[config.mk]
export PLATFORM = sky130hd
export DESIGN_NAME = cpu_controller
export DESIGN_NICKNAME = d
export VERILOG_FILES = /design/src/rtl/cpu_controller.sv
export SDC_FILE = /design/constraint.sdc
export NUM_CORES = 1
export LEC_CHECK = 0
export CAP_MARGIN = 20
export CORE_MARGIN = 8
export CORE_UTILIZATION = 30
export DETAILED_ROUTE_END_ITERATION = 16
export PLACE_DENSITY = 0.7
export SLEW_MARGIN = 10
export SYNTH_ARGS = -nofsm -noshare
export SYNTH_HDL_FRONTEND = slang
export SYNTH_SLANG_ARGS = --single-unit
[constraint.sdc]
create_clock -name Clk -period 2 [get_ports Clk]
set_input_delay 0.6 -clock Clk [delete_from_list [all_inputs] [get_ports Clk]]
set_output_delay 0.6 -clock Clk [all_outputs]
set_load 0.02 [all_outputs]
[src/rtl/cpu_controller.sv]
// rtl/cpu_controller.sv - multi-cycle fetch/decode/execute controller for a 9-bit accumulator CPU
//
// Purpose: sequences IDLE/FETCH/DECODE/EXEC/MEM/WB/HALT, holds the PC and the
// instruction register, and drives the ALU, register-file, LUT and memory
// strobes from the latched instruction.
//
// Optional feature: define CPU_CONTROLLER_CYCLE_COUNT_EN to add the 16-bit
// saturating CycleCount output.
//
// Ports:
//   Clk, ResetN        clock, asynchronous active-low reset
//   Start              begin program at PC=0 (ignored while Busy)
//   InstAddr/InstData  instruction memory address (PC) / returned word
//   Type, RTypeOP, ITypeOP, ImmediateOut, RegIdx   ALU and register fields
//   CondBranch         ALU conditional result, sampled in EXEC
//   LutIdx/TargetIn    branch-target LUT index / returned target
//   AccWrEn, AccSelMem, RegWrEn, MemRdEn, MemWrEn  datapath strobes
//   Busy, Done         running / halted status
//   CycleCount         busy-cycle counter (optional)

module cpu_controller (
  input  logic       Clk,
  input  logic       ResetN,
  input  logic       Start,
  output logic [7:0] InstAddr,
  input  logic [8:0] InstData,
  output logic       Type,
  output logic [3:0] RTypeOP,
  output logic [2:0] ITypeOP,
  output logic [4:0] ImmediateOut,
  output logic [3:0] RegIdx,
  input  logic       CondBranch,
  output logic [4:0] LutIdx,
  input  logic [7:0] TargetIn,
  output logic       AccWrEn,
  output logic       AccSelMem,
  output logic       RegWrEn,
  output logic       MemRdEn,
  output logic       MemWrEn,
  output logic       Busy,
  output logic       Done
`ifdef CPU_CONTROLLER_CYCLE_COUNT_EN
  ,
  output logic [15:0] CycleCount
`endif
);

  typedef enum logic [2:0] {
    IDLE, FETCH, DECODE, EXEC, MEM, WB, HALT
  } stateT;

  stateT      state;
  stateT      nextState;
  logic [7:0] pc;
  logic [8:0] instReg;
  logic       condLatched;

  // Opcode classification from the latched instruction (bit 8 = I-type).
  logic isRType, isLoad, isStr, isMvto, isBtru, isB, isHaltWord, takeBranch;

  assign isRType    = ~instReg[8];
  assign isLoad     = isRType && (instReg[7:4] == 4'd1);
  assign isStr      = isRType && (instReg[7:4] == 4'd8);
  assign isMvto     = isRType && (instReg[7:4] == 4'd3);
  assign isBtru     = isRType && (instReg[7:4] == 4'd11);
  assign isB        = instReg[8] && (instReg[7:5] == 3'd3);
  assign isHaltWord = (instReg == 9'h1FF);
  assign takeBranch = isB || (isBtru && condLatched);

  assign InstAddr     = pc;
  assign Type         = instReg[8];
  assign RTypeOP      = instReg[7:4];
  assign ITypeOP      = instReg[7:5];
  assign ImmediateOut = instReg[4:0];
  assign RegIdx       = instReg[3:0];
  assign LutIdx       = instReg[4:0];

  always_ff @(posedge Clk or negedge ResetN) begin
    if (!ResetN) begin
      state       <= IDLE;
      pc          <= 8'd0;
      instReg     <= 9'd0;
      condLatched <= 1'b0;
    end else begin
      state <= nextState;
      case (state)
        IDLE, HALT: if (Start) pc <= 8'd0;
        DECODE:     instReg <= InstData;
        EXEC:       condLatched <= CondBranch;
        // The halt word leaves the PC alone; restart reloads it anyway.
        WB:         if (!isHaltWord) pc <= takeBranch ? TargetIn : pc + 8'd1;
        default:    ;
      endcase
    end
  end

  always_comb begin
    nextState = state;
    AccWrEn   = 1'b0;
    AccSelMem = 1'b0;
    RegWrEn   = 1'b0;
    MemRdEn   = 1'b0;
    MemWrEn   = 1'b0;
    Busy      = (state != IDLE) && (state != HALT);
    Done      = (state == HALT);
    case (state)
      IDLE, HALT: if (Start) nextState = FETCH;
      FETCH:      nextState = DECODE;
      DECODE:     nextState = EXEC;
      EXEC:       nextState = (isLoad || isStr) ? MEM : WB;
      MEM: begin
        nextState = WB;
        MemRdEn   = isLoad;
        MemWrEn   = isStr;
      end
      WB: begin
        nextState = isHaltWord ? HALT : FETCH;
        if (!isHaltWord) begin
          AccWrEn   = !(isStr || isBtru || isB || isMvto);
          AccSelMem = isLoad;
          RegWrEn   = isMvto;
        end
      end
      default:    nextState = IDLE;
    endcase
  end

`ifdef CPU_CONTROLLER_CYCLE_COUNT_EN
  logic [15:0] cycleCount;

  always_ff @(posedge Clk or negedge ResetN) begin
    if (!ResetN) begin
      cycleCount <= 16'd0;
    end else if (((state == IDLE) || (state == HALT)) && Start) begin
      cycleCount <= 16'd0;
    end else if (Busy && (cycleCount != 16'hFFFF)) begin
      cycleCount <= cycleCount + 16'd1;
    end
  end

  assign CycleCount = cycleCount;
`endif

endmodule

Word-level counts from Yosys, hierarchy flattened
Index checks and enable logic that the tools add are counted.
{"block": "word_totals", "word_cells": 55, "in_bits": 21, "ram_bits": 0, "latch_bits": 0, "out_inout_bits": 37, "n_memories": 0, "romBits": 0, "ff_bits": 21}
{"block": "classes", "mul": 0, "n_bitwise": 1, "reduce_logical": 18, "mux": 16, "n_shift": 0, "eq_ne": 15, "n_div": 0, "n_lt_le_gt_ge": 0, "add_sub_neg": 1}
{"operator": "2-to-1 mux 8 bit", "count": 3}
{"operator": "one-hot mux 3 bit (6 select lines)", "count": 1}
{"operator": "one-hot mux 8 bit (2 select lines)", "count": 1}
{"operator": "equality test 3 x 2 -> 1 bit (second input constant)", "count": 3}
{"operator": "equality test 3 bit (second input constant)", "count": 3}
{"operator": "equality test 9 bit (second input constant)", "count": 1}
{"operator": "2-to-1 mux 1 bit", "count": 9}
{"operator": "adder 8 x 1 -> 8 bit (second input constant)", "count": 1}
{"operator": "equality test 4 bit (second input constant)", "count": 2}
{"operator": "logical AND 1 bit", "count": 7}
{"operator": "2-to-1 mux 3 bit", "count": 2}
{"operator": "logical OR 1 bit", "count": 5}
{"operator": "equality test 4 x 1 -> 1 bit (second input constant)", "count": 1}
{"operator": "equality test 4 x 2 -> 1 bit (second input constant)", "count": 1}
{"operator": "!= test 2 bit (second input constant)", "count": 2}
{"operator": "equality test 3 x 1 -> 1 bit (second input constant)", "count": 1}
{"operator": "zero test 3 bit", "count": 1}
{"operator": "!= test 3 bit (second input constant)", "count": 1}
{"operator": "AND reduction 3 bit", "count": 1}
{"operator": "nonzero test 3 bit", "count": 1}
{"operator": "nonzero test 2 bit", "count": 1}
{"operator": "OR reduction 2 bit", "count": 1}
{"operator": "zero test 1 bit", "count": 1}
{"operator": "inverter 1 bit", "count": 1}

Depth between registers and ports, before layout
{"block": "depth", "ltp_word": 8, "depth_mapped": 5, "depth_no_buf": 5}

Worst setup path after synthesis
Ideal clock, no wire load.
{"block": "synth_timing", "kind": "register -> output", "from": "register instReg[6]", "to": "output MemRdEn", "path_slack_ns": -0.222, "path_buffers": 0, "t_required_ns": 1.400, "t_arrival_ns": 1.622, "stages_incl_launch_ff": 3, "cell_sequence": "dfrtp_1 -> or3_1 -> nor4_1"}
{"block": "synth_between", "elab_chain_cells": 3}
{"item": "start, declared", "line": "55", "source": "logic [8:0] instReg;"}
{"item": "start signal, assigned", "line": "88", "source": "DECODE: instReg <= InstData;"}
{"item": "equality test 4 x 1 -> 1 bit", "line": "62", "source": "assign isLoad = isRType && (instReg[7:4] == 4'd1);"}
{"item": "logical AND 1 bit", "line": "62"}
{"item": "2-to-1 mux 1 bit", "line": "106", "source": "case (state)"}
{"item": "end, declared", "line": "38", "source": "output logic MemRdEn,"}
Every way passes these cells.

Worst setup path after layout
{"block": "layout_timing", "from": "register instReg[8]", "to": "output MemWrEn"}
{"block": "layout_between", "elab_chain_cells": 3}
{"item": "inverter 1 bit", "line": "61", "source": "assign isRType = ~instReg[8];"}
{"item": "logical AND 1 bit", "line": "63", "source": "assign isStr = isRType && (instReg[7:4] == 4'd8);"}
{"item": "2-to-1 mux 1 bit", "line": "106"}
{"item": "end, declared", "line": "39", "source": "output logic MemWrEn,"}
Every way passes these cells.

==> flow_metrics.env <==
export IMPL_rsz0062_at_grt="true"
export IMPL_worst_clock_skew_ps=5.50
export IMPL_min_period_ps=2130
export IMPL_grt_max_degree=22
export IMPL_cp_max_fo=3
export IMPL_wl_per_cell_um=15.2
export IMPL_wirelength_um=3930
export IMPL_drc=0
export IMPL_violations="setup timing"
export IMPL_synthFlopType="dfrtp_1"
export IMPL_timing_final_ws_setup_ps=-126
export IMPL_row_count=24
export IMPL_hpwl_um=2980
export IMPL_antenna_found_initial=0
export IMPL_boundaryPins=58
export IMPL_die_w_um=83.5
export IMPL_end_kind="output pin"
export IMPL_antenna_left=0
export IMPL_crit_type="flop to output pin"
export IMPL_grt_usage_pct=11.1
export IMPL_setup_violations=2
export IMPL_power_density_mw_per_mm2=1560
export IMPL_maxCapViolations=0
export IMPL_vias_per_cell=4.94
export IMPL_netlist_instances=134
export IMPL_root_buffer="clkbuf_8"
export IMPL_synthArstFlopShare_pct=100
export IMPL_syn_to_final_growth_pct=64.0
export IMPL_yosys_cell_types_count=43
export IMPL_required_ps=1400
export IMPL_cts_htree_levels=1
export IMPL_layout_nets=230
export IMPL_grt_pass1_vias=1340
export IMPL_fp_coreArea_mm2=0.00438
export IMPL_syn_cell_area_mm2=0.00137
export IMPL_cts_buffer_depth=2
export IMPL_diodes=0
export IMPL_period_share_pct=106
export IMPL_reg2reg_slack_ps=100
export IMPL_firstDrtPassIters=5
export IMPL_clock_sinks=21
export IMPL_reg2reg_to="InstAddr[5]$_DFFE_PN0P_"
export IMPL_syn_avg_cell_area_um2=10.2
export IMPL_synth_fp_nets=156
export IMPL_power_leakage_nw=1.08
export IMPL_yosysWarnings=0
export IMPL_hold_path_class="flop to flop"
export IMPL_worst_pin_slew_ps=449
export IMPL_cp_endpoint="MemWrEn"
export IMPL_status="finished, violations left"
export IMPL_synth_ff_latch_count=21
export IMPL_drv_slew=0
export IMPL_mostFrequentLayoutCells="33 x clkdlybuf4s50_1, 31 x buf_4, 21 x dfrtp_1, 15 x mux2_2, 12 x dlymetal6s2s_1"
export IMPL_worst_ir_drop_vdd_v=0.000875
export IMPL_grt_pass1_wl_um=6670
export IMPL_cts_tree="yes"
export IMPL_maxSlewHeadroom_pct=70.1
export IMPL_final_util_pct=51.1
export IMPL_hold_viol=0
export IMPL_worstSetupStartpoint="instReg[8]$_DFFE_PN0P_"
export IMPL_clkLatencyLatePin_ps=260
export IMPL_drtIter0Drc=26
export IMPL_ys_seq_area_share_pct=38.4
export IMPL_synth_edf_count=0
export IMPL_num_vias=1279
export IMPL_gr_total_overflow=0
export IMPL_clk_pin_slew_ps=80
export IMPL_gp_congestion=0.729
export IMPL_worstReg2RegStart="instReg[6]$_DFFE_PN0P_"
export IMPL_cp_start_kind="flop"
export IMPL_numCtsBuffers=3
export IMPL_io_buffers=57
export IMPL_final_cells=259
export IMPL_fmax_mhz=470
export IMPL_dp_cells=251
export IMPL_drive_gt1_share_pct=34.3
export IMPL_ff2ff_path_depth=7
export IMPL_critPathArrivalTime_ps=1530
export IMPL_final_common_cell="clkdlybuf4s50_1"
export IMPL_total_power_w=0.00351
export IMPL_ctsHoldBuffers=0
export IMPL_die_h_um=83.5
export IMPL_initial_utilization_pct=31.2
export IMPL_die_area_mm2=0.00697
## cell families (layout without fill, tap and decap cells)
family / Yosys count / count (layout) / share of synthesized area (%)
buffers and inverters: 21 / 94 / 10.8
AOI/OAI and AO/OA: 23 / 23 / 13.5
DFF: 21 / 21 / 38.4
muxes: 17 / 17 / 13.9
adders and majority gates: 1 / 1 / 0.915
and+or+nand+nor: 51 / 51 / 22.5
## how the worst min path moves through the flow
stage	startpoint	end	slack, ps	cells past startpoint
final	condLatched$_DFFE_PN0P_	condLatched$_DFFE_PN0P_	540	1
after global routing	condLatched$_DFFE_PN0P_	condLatched$_DFFE_PN0P_	580	1
after CTS	condLatched$_DFFE_PN0P_	condLatched$_DFFE_PN0P_	550	1
after detailed placement	condLatched$_DFFE_PN0P_	condLatched$_DFFE_PN0P_	530	1
after global placement	condLatched$_DFFE_PN0P_	condLatched$_DFFE_PN0P_	510	1
after floorplan	ResetN	InstAddr[0]$_DFFE_PN0P_	300	0
## synthesized netlist by cell type (3+ instances only)
cell       n  area share (%)
buf_4     14             7.7
inv_1      3            0.82
a21oi_1    3             1.1
dfrtp_1   21              38
or3_1      3             1.4
nand2_1    8             2.2
nor3b_1    4             2.2
mux2_2    15              12
nor3_1     5             1.8
nand2b_1   3             1.4
a221o_1    6             4.4
o21ai_0    4             1.5
nand3_1    4             1.5
nor2b_1    3             1.4
nor2_1     4             1.1
## worst max-delay path, stage by stage (launching register included)
cell     delay, ps
dfrtp_1        380
or3_4          400
buf_4          160
nor4_4         150
buf_4          190
## flip-flops by register name, indices dropped and copies added, names as in the netlist
register / flops
state: 3
InstAddr: 8
instReg: 9
condLatched: 1
## final cells by class
| cell class | count | area (um2) |
|---|---|---|
| clock inverter | 1 | 5.00 |
| fill | 407 | 2140 |
| inverter | 3 | 11.3 |
| clock buffer | 3 | 41.3 |
| multi-input combinational | 92 | 767 |
| tap | 52 | 65.1 |
| timing repair buffer | 87 | 827 |
| sequential | 21 | 526 |
## stage by stage
step	setup TNS [ps]	area [um2]	setup slack [ps]	hold slack [ps]
2_1_floorplan	-64.8	1390	-32.4	304
3_3_place_gp	-2040	2090	-291	507
3_5_place_dp	-2190	2090	-345	531
4_1_cts	-273	2130	-120	551
5_1_grt	-502	2240	-172	582
6_report	-228	2240	-126	536
## where the power goes
part / switching, W / internal [W]
combinational: 0.00116 / 0.00126
clock: 0.000142 / 0.000139
sequential: 0.000186 / 0.000620
total: 0.00149 / 0.00202
## layer usage
layer	wire length (um)	track usage, %	vias to the layer above
li1	-	-	632
met1	1810	14.5	598
met2	1760	17.0	47
met3	361	4.79	2
met4	8	1.41	0
met5	0	0	-
## what timing repair did
item | in CTS | in global routing
gates cloned | 0 | 0
setup endpoints to repair | 12 | 21
gates resized for setup | 40 | 30
setup buffers | 1 | 3
pin swaps | 4 | 3
No activity file was read; power rests on OpenSTA's default activity.
